**config.mk**
```make
export PLATFORM = sky130hd
export DESIGN_NAME = light_phase_sequencer
export DESIGN_NICKNAME = d
export VERILOG_FILES = /design/src/rtl/traffic_light_pkg.sv /design/src/rtl/phase_timer.sv /design/src/rtl/light_phase_sequencer.sv
export SDC_FILE = /design/constraint.sdc
export NUM_CORES = 1
export LEC_CHECK = 0
export ABC_CLOCK_PERIOD_IN_PS = 1800
export CORE_UTILIZATION = 35
export CTS_CLUSTER_DIAMETER = 50
export DETAILED_ROUTE_END_ITERATION = 12
export PLACE_DENSITY = 0.76
export SETUP_SLACK_MARGIN = 0.15
export SLEW_MARGIN = 15
export SYNTH_ARGS = -nofsm -noshare
export SYNTH_HDL_FRONTEND = slang
export SYNTH_SLANG_ARGS = --single-unit
```
**constraint.sdc**
```tcl
create_clock -name clk -period 1.8 [get_ports clk]
set_input_delay 0.18 -clock clk [delete_from_list [all_inputs] [get_ports clk]]
set_output_delay 0.18 -clock clk [all_outputs]
set_load 0.02 [all_outputs]
```
**src/rtl/traffic_light_pkg.sv**
```systemverilog
// rtl/traffic_light_pkg.sv - light codes, sensor bit positions and phase states shared by light controllers
package traffic_light_pkg;

  typedef enum logic [2:0] {
    LIGHT_STOP         = 3'b000,
    LIGHT_FORWARD_ONLY = 3'b001,
    LIGHT_LEFT_ONLY    = 3'b010,
    LIGHT_RIGHT_ONLY   = 3'b011,
    LIGHT_GO           = 3'b100
  } light_code_e;

  // Bits 0-3 of sensor_light are junction box occupancy; 4-7 are approach demand.
  localparam int SENS_BOX_LSB = 0;
  localparam int SENS_BOX_MSB = 3;
  localparam int SENS_SB_AT_N = 4;
  localparam int SENS_EB_AT_W = 5;
  localparam int SENS_NB_AT_S = 6;
  localparam int SENS_WB_AT_E = 7;

  typedef enum logic [2:0] {
    INIT_STOP = 3'd0,
    NS_GO     = 3'd1,
    NS_CLEAR  = 3'd2,
    EW_GO     = 3'd3,
    EW_CLEAR  = 3'd4
  } phase_state_e;

endpackage

```
**src/rtl/phase_timer.sv**
```systemverilog
// rtl/phase_timer.sv - saturating phase counter, cleared on the cycle a controller changes state
module phase_timer #(
  parameter int W = 8
) (
  input  logic         clk,
  input  logic         rst,
  input  logic         clr_i,
  output logic [W-1:0] cnt_o
);

  logic [W-1:0] cnt_q, cnt_d;

  always_comb begin
    cnt_d = cnt_q;
    if (clr_i) begin
      cnt_d = '0;
    end else if (cnt_q != '1) begin
      cnt_d = cnt_q + 1'b1;
    end
  end

  always_ff @(posedge clk or negedge rst) begin
    if (!rst) begin
      cnt_q <= '0;
    end else begin
      cnt_q <= cnt_d;
    end
  end

  assign cnt_o = cnt_q;

endmodule

```
**src/rtl/light_phase_sequencer.sv**
```systemverilog
// rtl/light_phase_sequencer.sv - two-phase sensor-actuated intersection light controller
// Optional registered debug_port when LIGHT_SEQ_DEBUG_PORT_EN is defined.
module light_phase_sequencer
  import traffic_light_pkg::*;
#(
  parameter logic [7:0] GREEN_MIN    = 8'd20,
  parameter logic [7:0] GREEN_MAX    = 8'd60,
  parameter logic [7:0] CLEAR_CYCLES = 8'd6
) (
  input  logic        clk,
  input  logic        rst,
  input  logic [7:0]  sensor_light,
  input  logic [29:0] general_sensors,
  output logic [2:0]  outN,
  output logic [2:0]  outS,
  output logic [2:0]  outE,
  output logic [2:0]  outW
`ifdef LIGHT_SEQ_DEBUG_PORT_EN
  ,
  output logic [29:0] debug_port
`endif
);

  logic         dem_ns, dem_ew, box_busy;
  logic         ns_yield, ew_yield, clear_done;
  logic [7:0]   cnt;
  phase_state_e state_q, state_d;
  logic [2:0]   out_ns_q, out_ns_d, out_ew_q, out_ew_d;
  logic [29:0]  gen_unused_q;

  assign dem_ns   = sensor_light[SENS_SB_AT_N] | sensor_light[SENS_NB_AT_S];
  assign dem_ew   = sensor_light[SENS_EB_AT_W] | sensor_light[SENS_WB_AT_E];
  assign box_busy = |sensor_light[SENS_BOX_MSB:SENS_BOX_LSB];

  // A saturated count still satisfies every threshold, so rest-in-green yields promptly.
  assign ns_yield = dem_ew && (((cnt >= GREEN_MIN - 8'd1) && !dem_ns) ||
                               (cnt >= GREEN_MAX - 8'd1));
  assign ew_yield = dem_ns && (((cnt >= GREEN_MIN - 8'd1) && !dem_ew) ||
                               (cnt >= GREEN_MAX - 8'd1));
  assign clear_done = (cnt >= CLEAR_CYCLES - 8'd1) && !box_busy;

  phase_timer #(.W(8)) u_phase_timer (
    .clk   (clk),
    .rst   (rst),
    .clr_i (state_d != state_q),
    .cnt_o (cnt)
  );

  always_comb begin
    state_d = state_q;
    case (state_q)
      INIT_STOP: if ((cnt == CLEAR_CYCLES - 8'd1) && !box_busy) state_d = NS_GO;
      NS_GO:     if (ns_yield)   state_d = NS_CLEAR;
      NS_CLEAR:  if (clear_done) state_d = EW_GO;
      EW_GO:     if (ew_yield)   state_d = EW_CLEAR;
      EW_CLEAR:  if (clear_done) state_d = NS_GO;
      default:   state_d = INIT_STOP;
    endcase
  end

  // Outputs decode the next state so the lights change on the same edge as the state.
  always_comb begin
    out_ns_d = LIGHT_STOP;
    out_ew_d = LIGHT_STOP;
    if (state_d == NS_GO) out_ns_d = LIGHT_GO;
    if (state_d == EW_GO) out_ew_d = LIGHT_GO;
  end

  always_ff @(posedge clk or negedge rst) begin
    if (!rst) begin
      state_q      <= INIT_STOP;
      out_ns_q     <= LIGHT_STOP;
      out_ew_q     <= LIGHT_STOP;
      gen_unused_q <= '0;
    end else begin
      state_q      <= state_d;
      out_ns_q     <= out_ns_d;
      out_ew_q     <= out_ew_d;
      gen_unused_q <= general_sensors;
    end
  end

  assign outN = out_ns_q;
  assign outS = out_ns_q;
  assign outE = out_ew_q;
  assign outW = out_ew_q;

`ifdef LIGHT_SEQ_DEBUG_PORT_EN
  logic [7:0]  cnt_d;
  logic [29:0] debug_q;

  // Mirrors the timer's next value so debug_port lines up with the current state and count.
  assign cnt_d = (state_d != state_q) ? 8'd0 : ((cnt == 8'hFF) ? cnt : cnt + 8'd1);

  always_ff @(posedge clk or negedge rst) begin
    if (!rst) begin
      debug_q <= '0;
    end else begin
      debug_q <= {8'd0, box_busy, dem_ew, dem_ns, sensor_light, cnt_d, state_d};
    end
  end

  assign debug_port = debug_q;
`endif

endmodule

```
==> summary.md <==
| Metric | Value |
|---|---|
| Outcome | complete, no violations |
| Layout fillers | between 200 and 250 |
| Post-synth EDFFs | 0 |
| Cell count after synthesis | 104 |
| Count of yosys warnings during synthesis | 0 |
| Global placement routability congestion | around 0.77 |
| Static leakage | ~0.51 nW |
| Reg2reg setup slack | around 0.042 ns |
| Worst path top cell family by delay | compound AO/OA/AOI/OAI gates |
| Largest net degree at the start of global routing | 14 |
| Total grt overflow | 0 |
| Worst slew margin | 0.611 |
| Worst-Skew Late Latency | roughly 0.28 ns |
| Crit Path Category | reg -> reg |
| Synth unique cells | 41 |
| Crit path depth | 5 |
| Core Box Area | roughly 0.0025 mm2 |
| Final Non-Filler Cells | approximately 160 |
| Bufs on Longest Clock Path | 2 |
| N_diodes | 0 |
| Root Buffer | clkbuf_4 |
| Clk slew on worst S/H paths | roughly 0.080 ns |
| Row count | 18 |
| Final Hold Vio Count | 0 |
| Vias in the first global route | about 900 |
| Startpoint Class | flip-flop |
| Num CTS Buffers | 3 |
| Post-Place Cells | roughly 150 |
| Final Max Tran Viols | 0 |
| Final setup violation count | 0 |
| Area growth, synth to finish | 30.7% |
| RSZ-0062 raised after global routing | true |
| Pwr Density | 1360 mW/mm2 |
| Largest stage delay, worst path | about 0.50 ns |
| Initial antenna violation count | 0 |
| Die X | between 50 and 60 um |
| CP arrival | between 1.5 and 2 ns |
| Post-route DRC | 0 |
| Yosys reg bits | 13 |
| Sw Ratio | 0.443 |
| CP endpoint | u_phase_timer.cnt_o[1] |
| DIE HEIGHT | between 50 and 60 um |
| FF-to-FF path depth | 5 |
| CTS tree | done |
| Worst Path Max Fanout | 8 |
| Final min period | around 1.8 ns |
| Final cycle utilization of the critical path | 0.977 |
| Combinational Power Share | 0.565 |
| Skew final | about 0.0042 ns |
| Drt total wl | around 2.3 mm |
| Worst Tran Pin Value | between 0.5 and 0.6 ns |
| Peak supply drop | ~790 uV |
| Critical Path End Type | flip-flop |
| Reg power frac | 0.327 |
| Syn_area_per_cell | roughly 9.4 um2 |
| Footprint of the multi-input gates | 638 um2 |
| Seq/Total Area, Yosys | 0.334 |
| Share of cells above drive strength 1 | 0.307 |
| RR Endpoint | u_phase_timer.cnt_o[1] |
| Vias | roughly 840 |
| Vias/cell | between 5 and 6 |
| Hold crit path type | in -> async |
| Sw power | between 0.7 and 0.8 mW |
| Drt first pass iters | 4 |
| Port buffer count | 13 |
| Final net count | approximately 170 |
| Post-DP HPWL | ~1.7 mm |
| Starting density of the core | 0.383 |
| Max-Cap Viols | 0 |
| H-tree depth | 1 |
| Crit path from | u_phase_timer.cnt_o[5] |
| WHS | roughly 0.26 ns |
| Total GRT Usage | 0.175 |
| Die Area | approximately 0.003 mm2 |
| Synthesized cell area | approximately 970 um2 |
| First-pass GRT wire length | about 3.6 mm |
| Final ANT Viol Nets | 0 |
| FFs w/ async S/R, synth | 1.00 |
| Synth Flop Type | dfrtp_1 |
| P_int | about 0.96 mW |
| 1st-iter DRT viols | 15 |
| Reg-to-Reg Start | u_phase_timer.cnt_o[5] |
| Wire length per cell | approximately 15 um |
| IO Pins | 52 |
| Fmax | 569 MHz |
| Buf+Inv Stages, Crit Path | 0 |
| CP cell instances | or3b_1 -> o311a_4 -> a211oi_4 -> o31a_4 -> nor2_1 |
| Register area | 327 um2 |
| CTS sink cnt | 13 |
| Worst EP required | ~2 ns |
| Worst path slowest cell | dfrtp_1 |
| Clock share of power | 0.109 |
cell type report:
type | count | area share
multi-input combinational | 80 | 0.501
inverter | 5 | 0.0167
timing repair buffer | 25 | 0.176
tap | 30 | 0.0295
sequential | 13 | 0.256
clock buffer | 4 | 0.0206
how the worst min path moves through the flow:
stage / from / to / cells after the start
6_report: rst / u_phase_timer.cnt_o[6] / 1
5_1_grt: rst / u_phase_timer.cnt_o[6] / 1
4_1_cts: rst / u_phase_timer.cnt_o[6] / 1
3_5_place_dp: u_phase_timer.cnt_o[6] / u_phase_timer.cnt_o[6] / 2
3_3_place_gp: u_phase_timer.cnt_o[6] / u_phase_timer.cnt_o[6] / 2
2_1_floorplan: rst / outE[2] / 0
per-stage QoR:
stage | setup TNS, ns | instance area [um2] | power [mW] | setup WS, ns | utilization
global placement | -1.11 | 1160 | 1.33 | -0.141 | 0.458
global route | -0.125 | 1270 | 1.85 | -0.0264 | 0.500
finish | 0 | 1270 | 1.73 | 0.0416 | 0.500
CTS | 0 | 1270 | 1.72 | 0.0187 | 0.498
detailed placement | -1.37 | 1160 | 1.39 | -0.165 | 0.458
floorplan | 0 | 1020 | 1.14 | 0.0272 | -
timing repair:
| action | CTS | global route |
|---|---|---|
| endpoints found under the setup margin | 12 | 12 |
| setup buffers | 2 | 0 |
| pin swaps | 9 | 3 |
| hold buffers | 0 | 0 |
| resized for setup | 11 | 3 |
layer usage:
layer,routed length (um),part of all wire,up-vias,global-route usage
met5,0,0,-,0
met4,59,0.026,0,0.0983
met3,108,0.047,8,0.0500
met2,1220,0.53,24,0.299
met1,902,0.39,409,0.191
li1,-,-,398,-
logic make-up (layout without fill, tap and decap cells):
family | Yosys count | in the layout | synth area share
buf+inv | 18 | 34 | 0.125
flops | 13 | 13 | 0.334
mux | 1 | 1 | 0.0103
fa+ha+maj | 3 | 3 | 0.0385
xor+xnor | 3 | 3 | 0.0270
other cells | 1 | 8 | 0.00385
compound gates | 23 | 23 | 0.225
simple gates | 42 | 42 | 0.237
cells in the mapped netlist (3+ instances only):
library cell  count  area (um2)
nand2_1           4        15.0
buf_4            10        75.1
nand3_1           3        15.0
inv_1             5        18.8
dfrtp_1          13         325
nor2b_1           4        25.0
o21ai_0           4        20.0
nor2_1           16        60.1
a211oi_2          3        37.5
a21oi_1           3        15.0
ha_1              3        37.5
sequential cells by signal, summed over array words and instances (netlist names):
register / count
u_phase_timer.cnt_o: 8
state_q: 3
outE: 1
outN: 1
power groups by stage:
stage | Combinational, mW | Sequential, mW | Clock, mW
2_1_floorplan | 0.623 | 0.519 | 0
3_3_place_gp | 0.797 | 0.537 | 0
3_5_place_dp | 0.840 | 0.546 | 0
4_1_cts | 0.968 | 0.560 | 0.192
5_1_grt | 1.07 | 0.583 | 0.207
6_report | 0.977 | 0.565 | 0.188
layout by cell type, fill, tap and decap left out, types with 2 or more instances in the layout:
cell / instances
nor2_1: 15
clkdlybuf4s50_1: 13
dfrtp_1: 12
buf_4: 11
conb_1: 8
o21ai_0: 4
nor2b_1: 4
nand2_1: 4
inv_1: 3
nor3_2: 3
a21oi_1: 3
nand3_1: 3
ha_4: 3
clkbuf_4: 3
or3b_1: 2
and3_1: 2
xnor2_1: 2
a211oi_2: 2
No activity file was read; power rests on OpenSTA's default activity.
